`src/rtl/mult_seq.sv`:
```
// rtl/mult_seq.sv - sequential shift-and-add multiplier over a ripple adder; optional EARLY_TERM_EN
// Result is (x*y) mod 2^maxn. Defining EARLY_TERM_EN ends RUN once the
// remaining multiplier bits are all zero; results are identical either way.

module mult_seq_adder #(
  parameter int maxn = 16
) (
  input  logic [maxn-1:0] x,
  input  logic [maxn-1:0] y,
  output logic [maxn-1:0] sum
);

  logic carry;

  // Ripple carry chain, LSB first; the final carry is dropped (modulo add)
  always_comb begin
    carry = 1'b0;
    sum   = '0;
    for (int i = 0; i < maxn; i++) begin
      sum[i] = x[i] ^ y[i] ^ carry;
      carry  = (x[i] & y[i]) | (carry & (x[i] ^ y[i]));
    end
  end

endmodule

module mult_seq #(
  parameter int maxn = 16
) (
  input  logic            clk,
  input  logic            rst,
  input  logic            in_valid,
  output logic            in_ready,
  input  logic [maxn-1:0] x,
  input  logic [maxn-1:0] y,
  output logic            out_valid,
  input  logic            out_ready,
  output logic [maxn-1:0] prod
);

  localparam int cw = (maxn > 1) ? $clog2(maxn) : 1;
  localparam logic [cw-1:0] last_cnt = cw'(maxn - 1);

  localparam logic [1:0] s_idle = 2'd0;
  localparam logic [1:0] s_run  = 2'd1;
  localparam logic [1:0] s_done = 2'd2;

  logic [1:0]      state;
  logic [maxn-1:0] acc;
  logic [maxn-1:0] mcand;
  logic [maxn-1:0] mplier;
  logic [cw-1:0]   cnt;
  logic [maxn-1:0] prod_q;

  logic [maxn-1:0] sum;
  logic [maxn-1:0] acc_next;
  logic [maxn-1:0] mplier_next;
  logic            run_last;

  mult_seq_adder #(.maxn(maxn)) u_adder (
    .x   (acc),
    .y   (mcand),
    .sum (sum)
  );

  // Next-step values for one RUN iteration and the exit condition
  always_comb begin
    acc_next    = mplier[0] ? sum : acc;
    mplier_next = mplier >> 1;
`ifdef EARLY_TERM_EN
    run_last    = (cnt == last_cnt) || (mplier_next == '0);
`else
    run_last    = (cnt == last_cnt);
`endif
  end

  // Handshake/FSM sequencing and datapath registers; rst aborts any op in flight
  always_ff @(posedge clk) begin
    if (rst) begin
      state  <= s_idle;
      acc    <= '0;
      mcand  <= '0;
      mplier <= '0;
      cnt    <= '0;
      prod_q <= '0;
    end else begin
      case (state)
        s_idle: begin
          if (in_valid) begin
            acc    <= '0;
            mcand  <= x;
            mplier <= y;
            cnt    <= '0;
            state  <= s_run;
          end
        end
        s_run: begin
          acc    <= acc_next;
          mcand  <= mcand << 1;
          mplier <= mplier_next;
          cnt    <= cnt + 1'b1;
          if (run_last) begin
            // prod is captured with the final sum so it is valid on DONE entry
            prod_q <= acc_next;
            state  <= s_done;
          end
        end
        s_done: begin
          if (out_ready) begin
            state <= s_idle;
          end
        end
        default: state <= s_idle;
      endcase
    end
  end

  // Handshake outputs decode directly from state
  always_comb begin
    in_ready  = (state == s_idle);
    out_valid = (state == s_done);
    prod      = prod_q;
  end

endmodule

```
`config.mk`:
```
export PLATFORM = sky130hd
export DESIGN_NAME = mult_seq
export DESIGN_NICKNAME = d
export VERILOG_FILES = /design/src/rtl/mult_seq.sv
export SDC_FILE = /design/constraint.sdc
export NUM_CORES = 1
export LEC_CHECK = 0
export CAP_MARGIN = 20
export CORE_ASPECT_RATIO = 0.8
export CORE_MARGIN = 2
export CORE_UTILIZATION = 30
export DETAILED_ROUTE_END_ITERATION = 8
export GPL_TIMING_DRIVEN = 0
export PLACE_DENSITY_LB_ADDON = 0.15
export SLEW_MARGIN = 20
export SYNTH_ARGS = -nofsm -noshare
export SYNTH_HDL_FRONTEND = slang
export SYNTH_SLANG_ARGS = --single-unit
```
`constraint.sdc`:
```
create_clock -name clk -period 9.07 [get_ports clk]
set_input_delay 0.907 -clock clk [delete_from_list [all_inputs] [get_ports clk]]
set_output_delay 0.907 -clock clk [all_outputs]
set_load 0.01 [all_outputs]
```
---- Yosys cells after proc, flatten, opt, wreduce, memory -nomap -nowiden ----
Cells that the tools add are included.
operators by class
  add/subtract/negate cells ............... 1
  $mul .................................... 0
  div/mod/pow operators ................... 0
  $lt $le $gt $ge ......................... 0
  equality and inequality tests ........... 6
  shift operators ......................... 0
  mux-type cells .......................... 13
  bitwise operators ....................... 74
  reductions and logical operators ........ 5
operators by type and width
  kind                                                                     count
  16-bit case mux with 2 select lines                                      3
  16-bit 2-to-1 mux                                                        4
  1-bit bitwise XOR                                                        31
  1-bit AND                                                                29
  1-bit OR                                                                 14
  4-bit case mux with 2 select lines                                       1
  2-bit 2-to-1 mux                                                         3
  2-bit case mux with 3 select lines                                       1
  4-bit by 1-bit adder with 4-bit output, second input constant            1
  4-bit == test, second input constant                                     1
  4-bit 2-to-1 mux                                                         1
  2-bit inequality test, second input constant                             2
  2-bit AND reduction                                                      2
  3-bit AND reduction                                                      1
  2-bit by 1-bit == test with 1-bit output, second input constant          1
  2-bit == test, second input constant                                     1
  2-bit zero test                                                          1
  2-bit by 1-bit inequality test with 1-bit output, second input constant  1
  2-bit nonzero test                                                       1
word-level totals
  bits in registers ....................... 70
  latch bits .............................. 0
  RAM bits ................................ 0
  ROM bits ................................ 0
  input bits .............................. 36
  output and inout port bits .............. 18
  logic and storage cells ................. 105
  memories ................................ 0

---- Depth between registers and ports, before layout ----
  word-level depth ........................ 32
  depth in mapped cells ................... 22
  mapped depth without buffers ............ 22

---- By module ----
From an unflattened synthesis, not the netlist that was laid out.
unflattened totals
  cells, all modules ...................... 362
  area, all modules ....................... 3547.2 um^2
modules (own cells, without submodules)
  module          instances  cells an instance  area each (um^2)  sequential area each (um^2)
  mult_seq        1          341                3211.8            1401.3
  mult_seq_adder  1          21                 335.3             0.0

---- Least setup slack after synthesis ----
OpenSTA, ideal clock, no wires.
  path type ............................... register to register
  from .................................... reg mcand[0]
  to ...................................... reg prod_q[15], in the netlist prod[15]
  library setup time ...................... 0.089 ns
  arrival time ............................ 5.155 ns
  required time ........................... 8.981 ns
  path slack .............................. 3.826 ns
  stages on the path, launching flop included .. 23
  buffers on the path ..................... 0
  clock period less this slack ............ 5.244 ns
  path through ............................ dfxtp_1 ha_1 fa_1 fa_1 fa_1 inv_1 fa_1 fa_1 fa_1 fa_1 fa_1 inv_1 fa_1 fa_1 inv_1 fa_1 fa_1 inv_1 fa_1 fa_1 xnor2_1 or3_4 a311oi_2
on the way
  word-level cells in the longest chain between the ends .. 31
ends and longest elaborated chain
  item                    RTL line  text
  start, declared         50        logic [maxn-1:0] mcand;
  start signal, assigned  99        mcand <= mcand << 1;
  1-bit AND (2 in a row)  21        carry = (x[i] & y[i]) | (carry & (x[i] ^ y[i]));
  1-bit OR                21
  1-bit AND               21
  1-bit OR                21
  1-bit AND               21
  1-bit OR                21
  1-bit AND               21
  1-bit OR                21
  [14 not listed]         -
  1-bit AND               21
  1-bit OR                21
  1-bit AND               21
  1-bit OR                21
  1-bit AND               21
  1-bit OR                21
  1-bit bitwise XOR       20        sum[i] = x[i] ^ y[i] ^ carry;
  16-bit 2-to-1 mux       68        acc_next = mplier[0] ? sum : acc;
  end signal, assigned    104       prod_q <= acc_next;
  end, declared           53        logic [maxn-1:0] prod_q;
Every way passes these cells.
A chain may end at the register's enable or synchronous reset.

---- Worst setup path after layout ----
Same ends and word-level chain as after synthesis.

==> summary.md <==
| Metric | Value |
|---|---|
| R2R depth | 22 |
| Via density | 4.951 |
| Syn avg cell area | 8.608 um^2 |
| Gr usage total | 0.1602 |
| Final Max Slew Viols | 0 |
| Synth Cell Area | 3934 um^2 |
| End of the critical path | prod[15] |
| GRT overflow | 0 |
| FF-to-FF Start | mcand[0] |
| Sequential-to-total area share from yosys stat | 0.3562 |
| Peak VDD IR | 0.1064 mV |
| Pre-CTS setup slack | 3.486 ns |
| CP most frequent cell | fa_1 |
| Fin util | 0.3851 |
| Hold_buf cts | 0 |
| Worst slew pin tran | 0.7079 ns |
| Worst setup EP type | flip-flop |
| R2r setup slk | 3.42 ns |
| Die area | 14,050 um^2 |
| HP Class | reg2reg |
| Die width | 132.0 um |
| Ys flop type | dfxtp_1 |
| Clock latency at the later pin of the worst-skew pair | 0.33 ns |
| Largest net degree at the start of global routing | 11 |
| Pwr per Cell Area | 158.2 nW/um^2 |
| Count of different cell masters after synthesis | 42 |
| Max-Cap Viols | 0 |
| Crit Path Max Fanout | 4 |
| R2r endpoint | prod[15] |
| Worst Skew | 0.005322 ns |
| Port Buf Inserts | 51 |
| Clk slew on worst S/H paths | 0.06 ns |
| CP Launch Point | mcand[0] |
| Placed cells | 683 |
| Row count | 37 |
| Diode count | 0 |
| DP Area | 4663 um^2 |
| Design Area, Final | 4938 um^2 |
| Worst EP arrival | 5.89 ns |
| Fmax | 0.1771 GHz |
| Worst Path Required | 9.31 ns |
| DP HPWL | 8.044 mm |
| Core area | 12,820 um^2 |
| FFs w/ async S/R, synth | 0 |
| Number of clock sinks | 70 |
| Setup TNS | 0 ns |
| Nets@finish | 571 |
| CTS tree | built |
| DR iter-0 viols | 221 |
| RSZ-0062 raised after global routing | false |
| # DRC | 0 |
| Worst Slack Setup Final | 3.422 ns |
| Root Buffer | clkbuf_16 |
| Syn Inst Count | 457 |
| Drt wl/cell | 15.58 um |
| H-tree levels | 3 |
| Synth Net Count | 509 |
| Share of post-route cells with drive strength above 1 | 0.1130 |
| Post-CTS Setup Inserts | 0 |
| RePlAce Congestion | 0.7680 |
| Total CTS buffers | 9 |
| Die Span Y | 106.4 um |
| Leak | 1.807 nW |
| First-pass iteration count of the detailed router | 5 |
| DRT Wirelength | 10.86 mm |
| Kind of critical path | reg2reg |
| Final Hold Violating Endpoints | 0 |
| CTS max path bufs | 2 |
| Fillers | 1,342 |
| Final setup fails | 0 |
| Synth Register Bits | 70 |
| Layout Cells excl Fill | 697 |
| Antenna violations before repair | 0 |
| Synth warnings | 0 |
| Shortest period the worst path allows | 5.648 ns |
| Starting density of the core | 0.3068 |
| Post-CTS resize count | 0 |
| Startpoint Class | flip-flop |
| Worst path max stage delay | 0.41 ns |
| Status | complete, no violations |
| Number of flops mapped to enable cells by yosys | 0 |
| Io pins | 54 |
| Crit-path cells | ha_1 -> fa_1 -> fa_1 -> fa_1 -> inv_1 -> fa_1 -> fa_1 -> fa_1 -> fa_1 -> fa_1 -> inv_1 -> fa_1 -> fa_1 -> inv_1 -> fa_1 -> fa_1 -> inv_1 -> fa_1 -> fa_1 -> xnor2_1 -> or3_4 -> a311oi_2 |
| Vias in the first global route | 3,401 |
| Via count | 3,451 |
| Relative slew slack | 0.5281 |
| Global-route wire length before repair | 17.79 mm |
| Synthesis-to-layout area growth | 25.54% |
| CP max-delay cell | fa_1 |
| FF+latch area | 1401 um^2 |
| Area taken by multi-input logic gates | 2111 um^2 |
| Detail Route Antenna Nets | 0 |
| Fin crit share | 0.6227 |
cell type report:
| class | count | area share |
|---|---|---|
| clock inverters | 1 | 0.001013 |
| well taps | 175 | 0.04434 |
| inverters | 42 | 0.03192 |
| flip-flops and latches | 70 | 0.2838 |
| plain buffers | 42 | 0.05346 |
| multi-input cells | 303 | 0.4274 |
| repair buffers | 51 | 0.1034 |
| clock buffers | 13 | 0.05473 |
cells by family (layout without fill, tap and decap cells):
family / Yosys count / after routing / synth area share
simple gates: 103 / 103 / 0.1244
flops: 70 / 70 / 0.3562
buf+inv: 84 / 149 / 0.1072
compound gates: 173 / 173 / 0.3038
fa+ha+maj: 16 / 16 / 0.07761
mux: 10 / 10 / 0.02863
xor+xnor: 1 / 1 / 0.002227
Yosys cell counts (all sizes together), types with 9 or more instances:
cell / number / area, um^2
o21ai: 24 / 120.1
nand2b: 11 / 76.32
mux2i: 10 / 112.6
o221a: 29 / 326.6
fa: 14 / 280.3
clkbuf: 14 / 52.55
nand2: 20 / 75.07
inv: 42 / 157.7
nor2: 58 / 234.0
a211oi: 9 / 107.6
buf: 28 / 211.5
dfxtp: 70 / 1401
a21oi: 92 / 460.4
metrics by stage:
stage          total power (W)  hold slack (ns)
2_1_floorplan        0.0004160           0.4501
3_3_place_gp         0.0004551           0.4630
3_5_place_dp         0.0004567           0.4766
4_1_cts              0.0007911           0.4857
5_1_grt              0.0008181           0.5116
6_report             0.0007810           0.4789
layer usage:
layer	vias to the layer above	track usage	routed length (um)
li1	1716	-	-
met1	1651	0.2275	5424
met2	72	0.2414	4819
met3	12	0.03720	466
met5	-	0	0
met4	0	0.04581	150
worst min-delay path by stage:
stage | from | to | slack (ns) | cells past startpoint
finish | prod[7] | prod[7] | 0.48 | 2
global route | prod[7] | prod[7] | 0.51 | 2
CTS | prod[7] | prod[7] | 0.49 | 2
detailed placement | prod[6] | prod[6] | 0.48 | 2
global placement | mplier[15] | mplier[15] | 0.46 | 2
floorplan | mplier[15] | mplier[15] | 0.45 | 2
placed cells by master (no fill, tap or decap), drive strengths merged, types with 2 or more instances in the layout:
cell type       n
mux2i          10
inv            42
nand2b         11
nand3           3
a22oi           2
o221a          29
a311oi          2
nand3b          2
o22a            3
nand2          20
a211oi          9
fa             14
a21oi          92
ha              2
o2111ai         7
clkdlybuf4s50  51
a21o            2
clkbuf         27
nor2           58
o21ai          24
nor2b           4
buf            28
dfxtp          70
or3             2
worst max-delay path: cells and delay by family, from the launching register on:
kind / cells / cell delay (ns)
adders and majority gates: 15 / 4.18
and+or+nand+nor: 1 / 0.35
DFF: 1 / 0.34
AOI/OAI and AO/OA: 1 / 0.26
buffers and inverters: 4 / 0.25
xor gates and xnor gates: 1 / 0.16
sequential cells by signal (all words and copies together) (netlist names):
name	flops
cnt	4
mplier	16
mcand	16
state	2
acc	16
prod	16
power breakdown:
part | switching [W] | internal, W
sequential | 0.0000135 | 0.000322
clock | 0.000127 | 0.000204
combinational | 0.0000614 | 0.0000531
Power figures use the tool's default switching activity.
